### src/rtl/mem_port_arbiter.sv
// mem_port_arbiter
// ----------------
// Shares one single-ported unified instruction/data memory between the fetch
// stage (read-only) and the memory stage (read/write). One access is in
// flight at a time; the data port wins from IDLE, and after a completion the
// other port is granted directly, so two busy requesters alternate.
//
// Optional feature macro: ARB_TIMEOUT_EN
//   When defined, an access that sees no mem_ready for TIMEOUT_CYCLES busy
//   cycles is aborted and completes with i_err/d_err set and read data 0.
//   When undefined, the arbiter waits indefinitely for mem_ready.
//
// Ports:
//   clk, reset          rising-edge clock, synchronous active-high reset
//   i_req/i_addr        fetch read request (held until i_done)
//   i_rdata/i_done      fetched word and one-cycle completion pulse
//   d_req/d_we/d_be     data request, store select, store byte enables
//   d_addr/d_wdata      data address and store data
//   d_rdata/d_done      load data and one-cycle completion pulse
//   i_err/d_err         (ARB_TIMEOUT_EN only) completion was a timeout abort
//   stall_if/stall_mem  combinational stalls to the hazard unit
//   mem_req..mem_wdata  registered memory command
//   mem_rdata/mem_ready memory response
//   dbg_state           current FSM state (IDLE=0, D_BUSY=1, I_BUSY=2)
//
// Handshake: a requester raises req with stable address/data and holds them
// until its done pulse; done and rdata are registered and valid for exactly
// that one cycle. The req seen during the done cycle is ignored, and a req
// still high in the following cycle is a new request. On the memory side the
// command is held stable while mem_req=1 and the access completes on the
// rising edge where mem_ready=1; mem_ready is ignored while mem_req=0.

module mem_port_arbiter #(
    parameter int ADDR_W         = 32,
    parameter int DATA_W         = 32,
    parameter int TIMEOUT_CYCLES = 255
) (
    input  logic              clk,
    input  logic              reset,
    input  logic              i_req,
    input  logic [ADDR_W-1:0] i_addr,
    output logic [DATA_W-1:0] i_rdata,
    output logic              i_done,
    input  logic              d_req,
    input  logic              d_we,
    input  logic [3:0]        d_be,
    input  logic [ADDR_W-1:0] d_addr,
    input  logic [DATA_W-1:0] d_wdata,
    output logic [DATA_W-1:0] d_rdata,
    output logic              d_done,
`ifdef ARB_TIMEOUT_EN
    output logic              i_err,
    output logic              d_err,
`endif
    output logic              stall_if,
    output logic              stall_mem,
    output logic              mem_req,
    output logic              mem_we,
    output logic [3:0]        mem_be,
    output logic [ADDR_W-1:0] mem_addr,
    output logic [DATA_W-1:0] mem_wdata,
    input  logic [DATA_W-1:0] mem_rdata,
    input  logic              mem_ready,
    output logic [1:0]        dbg_state
);

    localparam logic [1:0] IDLE   = 2'd0;
    localparam logic [1:0] D_BUSY = 2'd1;
    localparam logic [1:0] I_BUSY = 2'd2;

    logic [1:0] state;
    logic [1:0] state_next;
    logic       i_pend;
    logic       d_pend;
    logic       busy;
    logic       ok_done;
    logic       timeout;
    logic       finish;
    logic       grant_i;
    logic       grant_d;

    // A requester's req is masked during its own done cycle so it can drop
    // req combinationally from done without launching a second access.
    assign i_pend = i_req & ~i_done;
    assign d_pend = d_req & ~d_done;

    assign stall_if  = i_pend;
    assign stall_mem = d_pend;

    assign busy      = (state == D_BUSY) || (state == I_BUSY);
    assign mem_req   = busy;
    assign dbg_state = state;

    assign ok_done = busy & mem_ready;
    assign finish  = ok_done | timeout;

`ifdef ARB_TIMEOUT_EN
    localparam int CNT_W = $clog2(TIMEOUT_CYCLES + 1);

    logic [CNT_W-1:0] tmo_cnt;

    // The count holds the number of busy cycles already spent without
    // mem_ready, so the abort fires on the edge ending busy cycle
    // TIMEOUT_CYCLES.
    assign timeout = busy & ~mem_ready &
                     (tmo_cnt == CNT_W'(TIMEOUT_CYCLES - 1));

    always_ff @(posedge clk) begin
        if (reset) begin
            tmo_cnt <= '0;
        end else if (grant_i || grant_d) begin
            tmo_cnt <= '0;
        end else if (busy && !mem_ready) begin
            tmo_cnt <= tmo_cnt + CNT_W'(1);
        end
    end

    always_ff @(posedge clk) begin
        if (reset) begin
            i_err <= 1'b0;
            d_err <= 1'b0;
        end else begin
            i_err <= timeout & (state == I_BUSY);
            d_err <= timeout & (state == D_BUSY);
        end
    end
`else
    logic unused_timeout_cfg;

    assign timeout            = 1'b0;
    assign unused_timeout_cfg = (TIMEOUT_CYCLES != 0);
`endif

    // Grant selection. At a completion edge the finishing port's own req is
    // still the request being served (it is held until done), so only the
    // other port can be granted without passing through IDLE.
    always_comb begin
        grant_d    = 1'b0;
        grant_i    = 1'b0;
        state_next = state;
        case (state)
            IDLE: begin
                if (d_pend) begin
                    grant_d = 1'b1;
                end else if (i_pend) begin
                    grant_i = 1'b1;
                end
            end
            D_BUSY: begin
                if (finish) begin
                    grant_i = i_pend;
                end
            end
            I_BUSY: begin
                if (finish) begin
                    grant_d = d_pend;
                end
            end
            default: begin
                state_next = IDLE;
            end
        endcase
        if (grant_d) begin
            state_next = D_BUSY;
        end else if (grant_i) begin
            state_next = I_BUSY;
        end else if (finish) begin
            state_next = IDLE;
        end
    end

    always_ff @(posedge clk) begin
        if (reset) begin
            state     <= IDLE;
            mem_we    <= 1'b0;
            mem_be    <= 4'b0000;
            mem_addr  <= '0;
            mem_wdata <= '0;
            i_done    <= 1'b0;
            d_done    <= 1'b0;
            i_rdata   <= '0;
            d_rdata   <= '0;
        end else begin
            state  <= state_next;
            i_done <= finish & (state == I_BUSY);
            d_done <= finish & (state == D_BUSY);

            if (state == I_BUSY) begin
                if (ok_done) begin
                    i_rdata <= mem_rdata;
                end else if (timeout) begin
                    i_rdata <= '0;
                end
            end

            // Stores complete with d_done but leave the load data untouched.
            if ((state == D_BUSY) && !mem_we) begin
                if (ok_done) begin
                    d_rdata <= mem_rdata;
                end else if (timeout) begin
                    d_rdata <= '0;
                end
            end

            if (grant_d) begin
                mem_addr  <= d_addr;
                mem_wdata <= d_wdata;
                mem_we    <= d_we;
                mem_be    <= d_we ? d_be : 4'b0000;
            end else if (grant_i) begin
                mem_addr  <= i_addr;
                mem_wdata <= '0;
                mem_we    <= 1'b0;
                mem_be    <= 4'b0000;
            end else if (finish) begin
                mem_we <= 1'b0;
                mem_be <= 4'b0000;
            end
        end
    end

endmodule

### config.mk
export PLATFORM = sky130hd
export DESIGN_NAME = mem_port_arbiter
export DESIGN_NICKNAME = d
export VERILOG_FILES = /design/src/rtl/mem_port_arbiter.sv
export SDC_FILE = /design/constraint.sdc
export NUM_CORES = 1
export LEC_CHECK = 0
export ABC_CLOCK_PERIOD_IN_PS = 4500
export CAP_MARGIN = 40
export CORE_MARGIN = 2
export CORE_UTILIZATION = 42
export DETAILED_ROUTE_END_ITERATION = 16
export PLACE_DENSITY = 0.85
export SYNTH_ARGS = -nofsm -noshare
export SYNTH_HDL_FRONTEND = slang
export SYNTH_SLANG_ARGS = --single-unit
### constraint.sdc
create_clock -name clk -period 4.5 [get_ports clk]
set_input_delay 0.675 -clock clk [delete_from_list [all_inputs] [get_ports clk]]
set_output_delay 0.675 -clock clk [all_outputs]
set_load 0.01 [all_outputs]
# ---- Word-level counts from Yosys, hierarchy flattened
# Cells that the tools add are included.
dict set report word_totals {
  regBits 137
  output_inout_bits 140
  inputBits 138
  elab_cells 53
}
dict set report op_classes {
  reduce_logical 10
  n_mux 22
  eq_ne 4
  n_bitwise 7
}
# operator count
set op_table {}
lappend op_table {{2-to-1 mux 32 bit} 4}
lappend op_table {{2-to-1 mux 4 bit} 4}
lappend op_table {{2-to-1 mux 1 bit} 9}
lappend op_table {{2-to-1 mux 2 bit} 3}
lappend op_table {{bitwise AND 1 bit} 5}
lappend op_table {{!= test 4 x 1 -> 1 bit, second input constant} 1}
lappend op_table {{case mux 1 bit (2 select lines)} 2}
lappend op_table {{AND reduction 2 bit} 2}
lappend op_table {{!= test 3 x 1 -> 1 bit, second input constant} 1}
lappend op_table {{nonzero test 3 bit} 1}
lappend op_table {{OR reduction 3 bit} 1}
lappend op_table {{== test 2 x 1 -> 1 bit, second input constant} 1}
lappend op_table {{== test 2 bit, second input constant} 1}
lappend op_table {{zero test 2 bit} 1}
lappend op_table {{NOT 1 bit} 2}
lappend op_table {{nonzero test 2 bit} 1}
lappend op_table {{OR reduction 2 bit} 1}
lappend op_table {{logical AND 1 bit} 1}
lappend op_table {{zero test 1 bit} 1}
lappend op_table {{logical OR 1 bit} 1}

# ---- Longest topological paths before layout
dict set report depth {
  ltp_word 7
  mapped_depth 8
  depth_no_buf 6
}

# ---- Worst setup path after synthesis
# OpenSTA, ideal clock, no wires.
dict set report synth_path {
  path_kind {register to register}
  startpoint {register state[0] (netlist: dbg_state[0])}
  endpoint {register mem_wdata[10]}
  path_buffers 1
  period_less_slack_ns 1.904
  required_ns 4.441
  setup_slack_ns 2.596
  arrival_time_ns 1.845
  path_stages_with_launch 7
  setup_time_ns 0.059
  path_cell_list {dfxtp_1 > inv_1 > ha_1 > and3_4 > a2111oi_4 > buf_6 > a22o_1}
}
dict set report synth_via {
  elab_chain_cells 6
  elab_cells_between_ends 11
  classes_between {eq/ne: 2; mux: 5; bitwise: 1; reduce/logical: 3}
}
# element line
set synth_rtl {}
lappend synth_rtl {{start, declared} 71} ;# logic [1:0] state;
lappend synth_rtl {{start signal, assigned} 184} ;# state <= state_next;
lappend synth_rtl {{== test 2 x 1 -> 1 bit or == test 2 bit (tied branches)} 90} ;# assign busy = (state == D_BUSY) || (state == I_BUSY);
lappend synth_rtl {{logical OR 1 bit (*)} 90}
lappend synth_rtl {{via mem_req} 57} ;# output logic mem_req,
lappend synth_rtl {{bitwise AND 1 bit (*)} 94} ;# assign ok_done = busy & mem_ready;
lappend synth_rtl {{2-to-1 mux 1 bit (on tied branches)} {155, 150}}
lappend synth_rtl {{case mux 1 bit (2 select lines)} 141} ;# case (state)
lappend synth_rtl {{2-to-1 mux 32 bit or nonzero test 2 bit (tied branches)} --}
lappend synth_rtl {{end signal, assigned} 207} ;# mem_wdata <= d_wdata;
lappend synth_rtl {{end, declared} 61} ;# output logic [DATA_W-1:0] mem_wdata,
# Mark *: on every way through the listed nets, which the timed path passes. The rest lies on a longest branch.
# A chain may end at the register's enable or synchronous reset.

# ---- Worst setup path in the final report
dict set report layout_path {
  startpoint {input d_req}
  endpoint {output stall_mem}
}
dict set report layout_via {
  elab_chain_cells 1
}
# element line
set layout_rtl {}
lappend layout_rtl {{start, declared} 44} ;# input logic d_req,
lappend layout_rtl {{bitwise AND 1 bit} 85} ;# assign d_pend = d_req & ~d_done;
lappend layout_rtl {{end, declared} 56} ;# output logic stall_mem,
# Every way passes these cells.

==> metrics.yaml <==
global_route:
  grt.overflow.total: 0
  antenna_found_initial: 0
  top_usage_layer: "met2"
  grt_pass1_wl_mm: 26.3
  grt_use_met1: 0.279
  grtUsageMet3: 0.0833
  grt_start_max_net_pins: 66
  grt_pass1_vias: 5314
  met2_usage: 0.450
  grt_util_all_layers: 0.254
layout:
  final_cell_count_no_fill: 988
  fillCellCount: 880
  area_growth_pct: 64.4
  nets: 970
  drive_gt1_frac: 0.0618
  final_area_sq_um: 8510
  diodes: 0
power_and_ir_drop:
  power_mw: 3.31
  power_density_nw_per_um2: 389
  vdd_drop_max_mv: 0.261
  p_leak_nw: 2.98
cts:
  cts-root-buf: "clkbuf_16"
  hold_buffers: 0
  htreeDepth: 4
  path_clk_slew_ps: 50
  cts_tree: "done"
  clk_latency_ps: 410
  cts-buffers-inserted: 17
  cts_buffer_depth: 2
  cts_resized: 0
  post_cts_buffers: 0
  clock_sinks: 137
routing:
  drc: 0
  drt_pass1_iterations: 5
  via_per_inst: 5.41
  routedWlPerCell_um: 17.8
  drt_iter0_markers: 431
  num_vias: 5347
  routed_wl_mm: 17.6
  ant_nets: 0
critical_path:
  path_cells: "clkdlybuf4s50_1 > nand2b_4 > inv_4 > clkdlybuf4s50_1"
  start_kind: "input pin"
  path_max_fanout: 5
  critical_path_class: "in2out"
  crit_path_frequent_cell: "clkdlybuf4s50_1"
  end_kind: "output pin"
  slowest_delay_ps: 590
  crit_path_end: "stall_mem"
  ff2ff_setup_slack_ps: 2090
  worstReg2RegEnd: "mem_addr[25]"
  cp.required_ps: 3830
  arrival_ps: 1990
  ff2ff_path_depth: 6
  critPathSlowestCell: "clkdlybuf4s50_1"
  startpoint: "d_req"
  r2r-start: "dbg_state[0]"
timing:
  drv_slew: 0
  finalHoldViolCount: 0
  fin_crit_ps: 2660
  fmax_mhz: 376
  rsz0062_at_grt: "false"
  worst_pin_slew_ps: 915
  setup_viol: 0
  final.period_utilization: 0.591
  hold_slack_ps: 451
  clock-skew-final_ps: 6.75
  maxSlewHeadroom: 0.388
  fin_tns_setup_ps: 0
logic_synthesis:
  synthesis.nets: 718
  syn_inst: 577
  synth_warnings: 0
  avgSynthCellArea_sq_um: 8.97
  synth_edf_count: 0
  ys_seq_area_frac: 0.530
  ys_top_cells_by_area: "dfxtp_1 (53%), nand2_1 (9.4%), a21oi_1 (6.3%), a22o_1 (5.6%), a311oi_1 (5.4%)"
  async_flop_share: 0
  synth_top_area_cell: "dfxtp_1"
  ys_seq_elements: 137
  synth_area_sq_um: 5170
  synth_ff_type: "dfxtp_1"
  ys_types: 39
  synth_top_cell_area_share: 0.530
placement:
  placed_cell_area_sq_um: 7900
  numPortBuffers: 277
  place_inst: 957
  gp_congestion: 0.870
  hpwl_mm: 12.2
floorplan:
  die_w_um: 115
  io_pins: 278
  die_area_sq_um: 13200
  placement_rows: 40
  core-area_sq_um: 12000
  die-height_um: 115
  start_util: 0.431
status:
  outcome: "completed"
min_path:
  hold_class: "reg2reg"
job:
  cap_viol_max_count: 0
## cells by family after synthesis
family / synth area share
and+or+nand+nor: 0.166
AOI/OAI and AO/OA: 0.234
DFF: 0.530
buffers and inverters: 0.0607
adders and majority gates: 0.00725
muxes: 0.00193
## critical path: cells and delay by family
family                 cells  cell delay, ps
AND/OR/NAND/NOR            1             100
buffers and inverters      3            1210
## metal layers
| metal | part of all wire | wire (um) |
|---|---|---|
| met1 | 0.39 | 6850 |
| met2 | 0.51 | 8970 |
| met3 | 0.077 | 1360 |
| met4 | 0.023 | 397 |
| met5 | 0 | 0 |
## where the power goes
group / switching, mW / internal, mW
clock: 0.493 / 0.926
combinational: 0.260 / 0.300
sequential: 0.0401 / 1.29
total: 0.793 / 2.51
## layout by cell type (no fill, tap or decap), types with 2 or more instances in the layout
cell type / count
clkbuf_8: 4
a32o_1: 4
clkinvlp_4: 2
inv_1: 2
ha_1: 3
o21ai_0: 29
clkinv_2: 2
a311oi_1: 32
o21ai_1: 3
clkbuf_16: 17
a21oi_1: 65
nand3_2: 2
clkdlybuf4s50_1: 276
o21ai_4: 2
nand3_1: 31
nand2_1: 129
nor2_2: 2
buf_4: 7
clkbuf_1: 3
nor2_1: 34
a22o_1: 33
dfxtp_1: 137
bufinv_16: 3
## layout make-up
class | count | area, sq um | area share
clock inverters | 7 | 115 | 0.0135
multi-input cells | 384 | 2120 | 0.249
flip-flops and latches | 137 | 2740 | 0.322
well taps | 147 | 184 | 0.0216
repair buffers | 284 | 2830 | 0.333
clock buffers | 24 | 492 | 0.0578
inverters | 5 | 21.3 | 0.00250
## state kept, by name, indices dropped and copies added (netlist names)
register and flops:
mem_be 4, mem_we 1, d_rdata 32, i_done 1
dbg_state 2, mem_addr 32, d_done 1, mem_wdata 32
i_rdata 32
## worst min-delay path by stage
stage | startpoint | endpoint | slack [ps] | depth (start not counted)
global route | i_rdata[31] | i_rdata[31] | 470 | 2
detailed placement | i_rdata[31] | i_rdata[31] | 450 | 2
global placement | d_rdata[29] | d_rdata[29] | 440 | 2
CTS | i_rdata[31] | i_rdata[31] | 450 | 2
floorplan | d_rdata[0] | d_rdata[0] | 480 | 2
finish | i_rdata[20] | i_rdata[20] | 450 | 2
## metrics by stage
stage	worst slack [ps]	util
after detailed placement	1770	0.658
after CTS	1840	0.708
after global placement	1860	0.656
after floorplan	2600	-
after global routing	1800	0.708
final	1840	0.708
## cell usage after synthesis (2+ instances only)
library cell  count
nand2_1         129
o21ai_0          29
a32o_1            4
nand3_1          31
a21oi_1          65
clkbuf_1         18
buf_6             7
dfxtp_1         137
nand3_2           2
a311oi_1         32
o21ai_4           2
clkbuf_2          3
a22o_1           33
buf_4             7
o21ai_1           3
inv_1             2
ha_1              3
buf_2            15
nor2_1           35
(Power assumes the default switching activity.)
